==> src/rtl/hazard_ctrl.sv <==
// ---------------------------------------------------------------------------
// hazard_ctrl
//   Forwarding and hazard unit for the 5-stage RV32 pipeline. Tracks its own
//   registered shadow of the M/W destination state, selects operand forwards
//   for the E stage, detects load-use hazards, and sequences the multi-cycle
//   divider handshake (start pulse, stall while waiting for the result).
//
// Ports
//   clk_i, rst_i                 clock (rising edge), async active-high reset
//   Rs1D_i, Rs2D_i               D-stage source registers
//   Rs1E_i, Rs2E_i, RdE_i        E-stage source/destination registers
//   RegWriteE_i, ResultSrcE_i    E-stage control (ResultSrcE 2'b01 = load)
//   PCSrcE_i                     taken branch / jump resolved in E
//   DivE_i, DivDone_i            divide in E / divider result valid pulse
//   ForwardAE_o, ForwardBE_o     00 regfile, 01 ResultW, 10 ALUResultM
//   StallF_o, StallD_o, StallE_o pipeline-register holds
//   FlushD_o, FlushE_o           pipeline-register bubbles
//   DivGo_o                      one-cycle divider start pulse
//   StallCnt_o                   saturating count of StallF cycles
// ---------------------------------------------------------------------------
module hazard_ctrl #(
    parameter int unsigned REG_ADDR_WIDTH = 5,
    parameter int unsigned CNT_WIDTH      = 16
) (
    input  logic                      clk_i,
    input  logic                      rst_i,
    input  logic [REG_ADDR_WIDTH-1:0] Rs1D_i,
    input  logic [REG_ADDR_WIDTH-1:0] Rs2D_i,
    input  logic [REG_ADDR_WIDTH-1:0] Rs1E_i,
    input  logic [REG_ADDR_WIDTH-1:0] Rs2E_i,
    input  logic [REG_ADDR_WIDTH-1:0] RdE_i,
    input  logic                      RegWriteE_i,
    input  logic [1:0]                ResultSrcE_i,
    input  logic                      PCSrcE_i,
    input  logic                      DivE_i,
    input  logic                      DivDone_i,
    output logic [1:0]                ForwardAE_o,
    output logic [1:0]                ForwardBE_o,
    output logic                      StallF_o,
    output logic                      StallD_o,
    output logic                      StallE_o,
    output logic                      FlushD_o,
    output logic                      FlushE_o,
    output logic                      DivGo_o,
    output logic [CNT_WIDTH-1:0]      StallCnt_o
);

    localparam logic S_IDLE = 1'b0;
    localparam logic S_WAIT = 1'b1;

    logic                      state;
    logic [REG_ADDR_WIDTH-1:0] rd_m;
    logic [REG_ADDR_WIDTH-1:0] rd_w;
    logic                      reg_write_m;
    logic                      reg_write_w;
    logic                      lw_stall;
    logic                      div_stall;

    function automatic logic [1:0] fwd_sel(
        input logic [REG_ADDR_WIDTH-1:0] rs,
        input logic [REG_ADDR_WIDTH-1:0] rdm,
        input logic                      wm,
        input logic [REG_ADDR_WIDTH-1:0] rdw,
        input logic                      ww
    );
        if (wm && (rdm != '0) && (rdm == rs))
            return 2'b10;
        else if (ww && (rdw != '0) && (rdw == rs))
            return 2'b01;
        else
            return 2'b00;
    endfunction

    // Every output is gated by rst_i so the pipeline sees a clean idle
    // interface for the whole reset pulse, not just after the edge.
    always_comb begin
        ForwardAE_o = 2'b00;
        ForwardBE_o = 2'b00;
        lw_stall    = 1'b0;
        DivGo_o     = 1'b0;
        div_stall   = 1'b0;
        if (!rst_i) begin
            ForwardAE_o = fwd_sel(Rs1E_i, rd_m, reg_write_m, rd_w, reg_write_w);
            ForwardBE_o = fwd_sel(Rs2E_i, rd_m, reg_write_m, rd_w, reg_write_w);
            lw_stall    = (ResultSrcE_i == 2'b01) && RegWriteE_i && (RdE_i != '0) &&
                          ((RdE_i == Rs1D_i) || (RdE_i == Rs2D_i));
            DivGo_o     = (state == S_IDLE) && DivE_i;
            div_stall   = DivGo_o || ((state == S_WAIT) && !DivDone_i);
        end
    end

    // divStall dominates: a frozen E instruction is never flushed.
    assign StallF_o = div_stall || lw_stall;
    assign StallD_o = div_stall || lw_stall;
    assign StallE_o = div_stall;
    assign FlushD_o = PCSrcE_i && !div_stall && !rst_i;
    assign FlushE_o = (lw_stall || PCSrcE_i) && !div_stall && !rst_i;

    always_ff @(posedge clk_i or posedge rst_i) begin
        if (rst_i) begin
            state       <= S_IDLE;
            rd_m        <= '0;
            reg_write_m <= 1'b0;
            rd_w        <= '0;
            reg_write_w <= 1'b0;
            StallCnt_o  <= '0;
        end else begin
            // A held E instruction is sent on to M as a bubble; it advances
            // for real only in the cycle its stall is released.
            if (StallE_o) begin
                rd_m        <= '0;
                reg_write_m <= 1'b0;
            end else begin
                rd_m        <= RdE_i;
                reg_write_m <= RegWriteE_i;
            end
            rd_w        <= rd_m;
            reg_write_w <= reg_write_m;

            case (state)
                S_IDLE:  if (DivE_i)    state <= S_WAIT;
                S_WAIT:  if (DivDone_i) state <= S_IDLE;
                default:                state <= S_IDLE;
            endcase

            if (StallF_o && (StallCnt_o != '1))
                StallCnt_o <= StallCnt_o + CNT_WIDTH'(1);
        end
    end

endmodule

==> config.mk <==
export PLATFORM = sky130hd
export DESIGN_NAME = hazard_ctrl
export DESIGN_NICKNAME = d
export VERILOG_FILES = /design/src/rtl/hazard_ctrl.sv
export SDC_FILE = /design/constraint.sdc
export NUM_CORES = 1
export LEC_CHECK = 0
export ABC_AREA = 1
export CELL_PAD_IN_SITES_DETAIL_PLACEMENT = 0
export CELL_PAD_IN_SITES_GLOBAL_PLACEMENT = 2
export CORE_AREA = 5 5 117 75
export DETAILED_ROUTE_END_ITERATION = 8
export DIE_AREA = 0 0 122 80
export PLACE_DENSITY_LB_ADDON = 0.12
export SKIP_CTS_REPAIR_TIMING = 1
export SYNTH_ARGS = -nofsm -noshare
export SYNTH_HDL_FRONTEND = slang
export SYNTH_SLANG_ARGS = --single-unit
==> constraint.sdc <==
create_clock -name clk_i -period 4.4 [get_ports clk_i]
set_clock_uncertainty 0.2 [all_clocks]
set_input_delay 0.88 -clock clk_i [delete_from_list [all_inputs] [get_ports clk_i]]
set_output_delay 0.88 -clock clk_i [all_outputs]
set_load 0.05 [all_outputs]
==> tab_implementation.tex, run 1 <==
\begin{tabular}{lr}
\hline
Metric & Value \\
\hline
\multicolumn{2}{l}{\textbf{Run status}} \\
Run status & finished clean \\
\multicolumn{2}{l}{\textbf{Power}} \\
Net switching power & 316 µW \\
Share of total power in the clock network & 35.9\% \\
Power, Total & 964 µW \\
Comb pwr share & 29.5\% \\
Pwr Density & 340 mW/mm² \\
VDD IR max & 0.000151 V \\
Part of the power in registers & 34.7\% \\
Switching part of the total & 32.7\% \\
Internal cell power & 648 µW \\
Leak pwr & 1.40 nW \\
\multicolumn{2}{l}{\textbf{Route}} \\
Vias & 1828 \\
Initial DRT Pass Iterations & 4 \\
Drt total wl & 5380 µm \\
Average vias per placed instance & 4.06 \\
DRC violation count after routing & 0 \\
Number of DRC violations after detailed-routing iteration 0 & 61 \\
Average detailed-routed wire length per instance & 12.0 µm \\
Remaining antenna violation count after routing & 0 \\
\multicolumn{2}{l}{\textbf{Timing}} \\
Final Setup Violations & 0 \\
Total negative slack for setup checks & 0 ns \\
Fmax achieved & 0.258 GHz \\
Final hold slack & 0.176 ns \\
Setup repair after global routing missed its margin & false \\
Worst Tran Pin Value & 0.557 ns \\
Portion of the clock cycle consumed by the worst path in the final layout & 88.1\% \\
Final critical path time including I/O delays and setup & 3.88 ns \\
Slew Viols, Final & 0 \\
Number of hold violations in the final report & 0 \\
Headroom to the max-slew limit & 62.5\% \\
\multicolumn{2}{l}{\textbf{Die}} \\
Core Region & 0.00760 mm² \\
Number of ports placed on the die boundary & 59 \\
Chip Height & 80 µm \\
Die span in x & 122 µm \\
Core Rows & 25 \\
Initial core utilization & 25.9\% \\
Die ar. & 0.00976 mm² \\
\multicolumn{2}{l}{\textbf{Synthesis}} \\
Unique masters post-synth & 29 \\
Number of nets produced by synthesis & 312 \\
Cell accounting for the most synthesized area & dfrtp\_1 \\
Post-synth top area share & 36.9\% \\
Prevailing post-synth register cell & dfrtp\_1 \\
Synthesized flop and latch total & 29 \\
Async set or reset register ratio after synthesis & 100\% \\
Cells after synthesis & 278 \\
Register area share after synthesis & 36.9\% \\
Most numerous cell in the Yosys netlist & nand2\_1 \\
Number of enable flip-flop cells after synthesis & 0 \\
Post-synthesis cell area & 0.00197 mm² \\
Main area contributors after synthesis & dfrtp\_1 (37\%), nand2\_1 (17\%), inv\_1 (8.6\%), xnor2\_1 (6.7\%), nand3\_1 (6.6\%) \\
Per-instance average area after synthesis & 7.08 µm² \\
Top cells by instance count after synthesis & nand2\_1 (88), inv\_1 (45), dfrtp\_1 (29) \\
Number of warnings reported in the yosys synthesis log & 0 \\
\multicolumn{2}{l}{\textbf{Critical path}} \\
Nature of the critical path endpoint & output port \\
Worst setup path startpoint & Rs2E\_i[2] \\
Reg-to-Reg End & StallCnt\_o[2] \\
Startpoint-to-endpoint class of the critical path & primary input to output port \\
Number of cells on the worst reg-to-reg path & 9 \\
Slowest cell on the critical path & clkdlybuf4s50\_1 \\
Critical path fanouts, max & 2 \\
Capturing instance or port of the critical path & ForwardBE\_o[0] \\
Crit-path cells & clkdlybuf4s50\_1, xor2\_1, nor4\_1, nand3b\_1, nor2\_1, clkdlybuf4s50\_1 \\
Reg-to-Reg Start & StallCnt\_o[0] \\
Required @ worst endpoint & 3.32 ns \\
Stage delay of the slowest cell on the critical path & 0.80 ns \\
Startpoint type of the worst setup path & primary input \\
Most Frequent Cell on Critical Path & clkdlybuf4s50\_1 \\
Setup slack of the most critical reg-to-reg path & 2.51 ns \\
Worst endpoint data arrival time & 2.80 ns \\
\multicolumn{2}{l}{\textbf{Finish}} \\
Filler Cells Inserted & 809 \\
Fraction of layout cells with a size suffix above 1 & 7.89\% \\
Final-stage net count & 375 \\
Relative area change from synthesis to final layout & 44.3\% \\
Ant diodes & 0 \\
Fin cells & 450 \\
Final std cell area, no fill & 0.00284 mm² \\
\multicolumn{2}{l}{\textbf{Clock tree}} \\
TritonCTS sink count & 29 \\
Max H-tree Level & 2 \\
Total CTS buffers & 5 \\
Clk\_lat worst skew & 0.27 ns \\
Root buffer selected by CTS & clkbuf\_16 \\
Clock edge transition at the registers on the reported setup and hold paths & 0.04 ns \\
Maximum count of clock buffers along a single path & 2 \\
CTS tree & built \\
\multicolumn{2}{l}{\textbf{Place}} \\
Post-Place Cell Area & 0.00268 mm² \\
Cell count after placement & 442 \\
Placed wire-length estimate & 4380 µm \\
Number of buffers inserted by port buffering & 58 \\
Final RePlAce weighted congestion & 0.808 \\
\multicolumn{2}{l}{\textbf{Global routing}} \\
Pin count of the biggest net entering global routing & 26 \\
Total gr overflow & 0 \\
Wire length of the first global-routing pass & 9110 µm \\
Number of antenna violations at the first check in global routing & 0 \\
Overall track demand over capacity in global routing & 12.0\% \\
Number of global-route vias before repair & 1858 \\
\multicolumn{2}{l}{\textbf{Min path}} \\
Cell depth of the worst min-delay path & 0 \\
Class of the tightest hold or removal check & flip-flop to flip-flop \\
\multicolumn{2}{l}{\textbf{Job}} \\
Max Cap Viol & 0 \\
\hline
\end{tabular}
-- layout make-up --
cell class / instances / area (µm²) / area share [%]
Clock buffer: 7 / 153 / 5.38
Clock inverter: 1 / 5.00 / 0.176
Inverter: 46 / 173 / 6.08
Multi-Input combinational cell: 199 / 1030 / 36.2
Sequential cell: 29 / 726 / 25.6
Tap cell: 108 / 135 / 4.76
Timing Repair Buffer: 60 / 621 / 21.9
-- cell families after synthesis --
kind of cell	Yosys count	synth area share (%)
compound gates	10	3.12
simple gates	164	37.8
xor+xnor	24	10.7
fa+ha+maj	1	0.636
flops	29	36.9
buf+inv	50	10.9
-- sequential cells by signal, indices dropped and copies added (netlist names) --
register,count
reg_write_m,1
rd_w,5
StallCnt_o,16
rd_m,5
state,1
reg_write_w,1
-- worst max-delay path, delay by kind of cell --
kind	cells	cell delay [ns]
buf+inv	2	1.26
simple gates	3	0.48
xor+xnor	1	0.17
-- worst min-delay path by stage --
stage / from / endpoint
detailed placement: reg_write_m / reg_write_w
CTS: reg_write_m / reg_write_w
global route: reg_write_m / reg_write_w
global placement: reg_write_m / reg_write_w
floorplan: reg_write_m / reg_write_w
finish: reg_write_m / reg_write_w
-- placed cells by master (no fill, tap or decap), types with 4 or more instances in the layout --
master           netlist  final
nor3_1                 6      6
nand2_1               88     88
nor4_1                 4      4
clkdlybuf4s50_1        0     53
xnor2_1               15     15
buf_4                  1      4
xor2_1                 9      9
inv_1                 45     45
o21ai_0                4      4
nand4_1                4      4
nor2_1                24     24
clkbuf_16              0      5
dfrtp_1               29     29
nand3_1               26     26
-- through the flow --
step	setup WS (ns)	util, %
floorplan	0.627	-
global placement	0.520	35.3
detailed placement	0.515	35.3
CTS	0.509	37.3
global route	0.418	37.3
finish	0.523	37.3
-- metal layers --
layer / part of all wire, % / up-vias / routed length (µm) / track usage, %
li1: - / 991 / - / -
met1: 55 / 788 / 2970 / 17.3
met2: 37 / 45 / 2010 / 16.5
met3: 6.3 / 4 / 340 / 4.25
met4: 1.2 / 0 / 63 / 3.47
met5: 0 / - / 0 / 0
-- power by group through the flow --
stage          sequential (mW)  clock, mW  combinational, mW
2_1_floorplan            0.394          0              0.121
3_3_place_gp             0.339          0              0.286
3_5_place_dp             0.340          0              0.288
4_1_cts                  0.335      0.356              0.288
5_1_grt                  0.340      0.369              0.313
6_report                 0.334      0.346              0.284
Note: power is estimated with default switching activity, not from simulation.
==> run 2, diff against run 1 <==
Settings changed: CTS_CLUSTER_DIAMETER set to 40.
==> results of run 2 <==
The final DEF is identical to that of run 1; final timing and power are the same.
==> run 3, diff against run 2 <==
Settings changed: MAX_ROUTING_LAYER set to met4.
==> run 3 against run 2 <==
Net effect: via count grew 0.11%; die area is the same; power is essentially flat; largest power group unchanged; highest routed layer unchanged.
==> tab_implementation.tex, run 3 (synthesis results as in run 1) <==
\begin{tabular}{lr}
\hline
Metric & Value \\
\hline
\multicolumn{2}{l}{\textbf{Global routing}} \\
Wire length of the first global-routing pass & 9110 µm (about the same) \\
Number of global-route vias before repair & 1859 (+0.054\%) \\
Overall track demand over capacity in global routing & 12.3\% (+0.33 points) \\
Pin count of the biggest net entering global routing & 26 (unchanged) \\
Number of antenna violations at the first check in global routing & 0 (unchanged) \\
Total gr overflow & 0 (unchanged) \\
\multicolumn{2}{l}{\textbf{Place}} \\
Number of buffers inserted by port buffering & 58 (unchanged) \\
Place WS & 0.515 ns (unchanged) \\
Final RePlAce weighted congestion & 0.820 (+1.5\%) \\
Placed wire-length estimate & 4380 µm (unchanged) \\
\multicolumn{2}{l}{\textbf{Die}} \\
Die ar. & 0.00976 mm² (unchanged) \\
Core Rows & 25 (unchanged) \\
Chip Height & 80 µm (unchanged) \\
Initial core utilization & 25.9\% (unchanged) \\
Die span in x & 122 µm (unchanged) \\
Core Region & 0.00760 mm² (unchanged) \\
Number of ports placed on the die boundary & 59 (unchanged) \\
\multicolumn{2}{l}{\textbf{Power}} \\
Pwr Density & 340 mW/mm² (about the same) \\
VDD IR max & 0.000151 V (about the same) \\
Leak pwr & 1.40 nW (unchanged) \\
\multicolumn{2}{l}{\textbf{Finish}} \\
Final-stage net count & 375 (unchanged) \\
Number of flip-flops under the largest register name & 16 (unchanged) \\
Fraction of layout cells with a size suffix above 1 & 7.89\% (unchanged) \\
Top flop regs & StallCnt\_o: 16 flops, rd\_m: 5 flops, rd\_w: 5 flops \\
Top library cells by usage in the layout, fill and taps aside & nand2\_1 (88), clkdlybuf4s50\_1 (53), inv\_1 (45) \\
Filler Cells Inserted & 809 (unchanged) \\
Ant diodes & 0 (unchanged) \\
Relative area change from synthesis to final layout & 44.3\% (unchanged) \\
Register with the most flip-flops & StallCnt\_o \\
Most common cell after layout, fill and taps aside & nand2\_1 \\
\multicolumn{2}{l}{\textbf{Route}} \\
Vias & 1830 (+0.11\%) \\
Initial DRT Pass Iterations & 4 (unchanged) \\
Average detailed-routed wire length per instance & 12.0 µm (about the same) \\
Remaining antenna violation count after routing & 0 (unchanged) \\
Met2 WL post-DR & 2040 µm (+1.5\%) \\
Drt total wl & 5390 µm (about the same) \\
Average vias per placed instance & 4.07 (+0.11\%) \\
Top layer in use & met4 \\
DRC violation count after routing & 0 (unchanged) \\
Routed length on met1 & 3070 µm (+3.4\%) \\
Met3 wire len & 239 µm (-30\%) \\
Number of DRC violations after detailed-routing iteration 0 & 75 (+23\%) \\
\multicolumn{2}{l}{\textbf{Critical path}} \\
Nature of the critical path endpoint & output port \\
Worst endpoint data arrival time & 2.80 ns (about the same) \\
Critical path fanouts, max & 2 (unchanged) \\
Number of cells on the worst reg-to-reg path & 9 (unchanged) \\
Slowest cell on the critical path & clkdlybuf4s50\_1 \\
Required @ worst endpoint & 3.32 ns (about the same) \\
Most Frequent Cell on Critical Path & clkdlybuf4s50\_1 \\
Reg-to-Reg End & StallCnt\_o[2] \\
Startpoint type of the worst setup path & primary input \\
Stage delay of the slowest cell on the critical path & 0.80 ns (about the same) \\
Reg-to-Reg Start & StallCnt\_o[0] \\
Crit-path cells & clkdlybuf4s50\_1, xor2\_1, nor4\_1, nand3b\_1, nor2\_1, clkdlybuf4s50\_1 \\
Startpoint-to-endpoint class of the critical path & primary input to output port \\
Setup slack of the most critical reg-to-reg path & 2.51 ns (about the same) \\
\multicolumn{2}{l}{\textbf{Timing}} \\
Fmax achieved & 0.258 GHz (unchanged) \\
Final Setup Violations & 0 (unchanged) \\
Portion of the clock cycle consumed by the worst path in the final layout & 88.1\% (unchanged) \\
Final critical path time including I/O delays and setup & 3.88 ns (unchanged) \\
Worst Tran Pin Value & 0.557 ns (+0.000000417 ns) \\
Slew Viols, Final & 0 (unchanged) \\
Headroom to the max-slew limit & 62.5\% (unchanged) \\
Total negative slack for setup checks & 0 ns (unchanged) \\
Smallest setup slack after layout & 0.523 ns (unchanged) \\
Number of hold violations in the final report & 0 (unchanged) \\
Setup repair after global routing missed its margin & false \\
\multicolumn{2}{l}{\textbf{Clock tree}} \\
Clock edge transition at the registers on the reported setup and hold paths & 0.04 ns (about the same) \\
Total CTS buffers & 5 (unchanged) \\
Max H-tree Level & 2 (unchanged) \\
Root buffer selected by CTS & clkbuf\_16 \\
TritonCTS sink count & 29 (unchanged) \\
Maximum count of clock buffers along a single path & 2 (unchanged) \\
CTS tree & built \\
Clk\_lat worst skew & 0.27 ns (about the same) \\
\multicolumn{2}{l}{\textbf{Min path}} \\
Class of the tightest hold or removal check & flip-flop to flip-flop \\
Critical hold path startpoint & reg\_write\_m \\
Cell depth of the worst min-delay path & 0 (unchanged) \\
Hold worst-path end & reg\_write\_w \\
\multicolumn{2}{l}{\textbf{Job}} \\
Max Cap Viol & 0 (unchanged) \\
\multicolumn{2}{l}{\textbf{Run status}} \\
Run status & finished clean \\
\hline
\end{tabular}
==> run 3: worst max-delay path by stage <==
| stage | start | to | cells past startpoint |
|---|---|---|---|
| floorplan | DivE_i | StallF_o | 7 |
| detailed placement | Rs2E_i[4] | ForwardBE_o[0] | 7 |
| finish | Rs2E_i[2] | ForwardBE_o[0] | 6 |
| global route | Rs2E_i[4] | ForwardBE_o[0] | 7 |
| CTS | Rs2E_i[4] | ForwardBE_o[0] | 7 |
| global placement | Rs2E_i[2] | ForwardBE_o[0] | 6 |
==> run 3: layout make-up <==
type / count / area [µm²] / area share (%)
Tap cell: 108 / 135 / 4.76
Timing Repair Buffer: 60 / 621 / 21.9
Inverter: 46 / 173 / 6.08
Sequential cell: 29 / 726 / 25.6
Clock inverter: 1 / 5.00 / 0.176
Multi-Input combinational cell: 199 / 1030 / 36.2
Clock buffer: 7 / 153 / 5.38
==> run 3: metal layers <==
metal / global-route usage (%) / vias up
li1: - / 991
met4: 3.47 / 0
met5: - / -
met1: 17.9 / 788
met2: 16.5 / 47
met3: 3.26 / 4
==> run 3: critical path: cells and delay by family <==
kind          cells  cell delay [ns]
xor+xnor          1             0.17
simple gates      3             0.48
buf+inv           2             1.26
==> run 3: report_power, final <==
group          leakage (nW)  switching [mW]  internal, mW  total (mW)
registers             0.377          0.0379         0.296       0.334
clock network        0.0799           0.107         0.238       0.346
logic                 0.941           0.170         0.114       0.284
==> run 3: stage by stage <==
step	std cells	util (%)	hold WS, ns	instance area [µm²]	total power, mW
4_1_cts	450	37.3	0.175	2840	0.979
5_1_grt	450	37.3	0.179	2840	1.02
2_1_floorplan	278	-	0.148	1970	0.515
6_report	450	37.3	0.176	2840	0.964
3_3_place_gp	442	35.3	0.157	2680	0.625
3_5_place_dp	442	35.3	0.166	2680	0.627
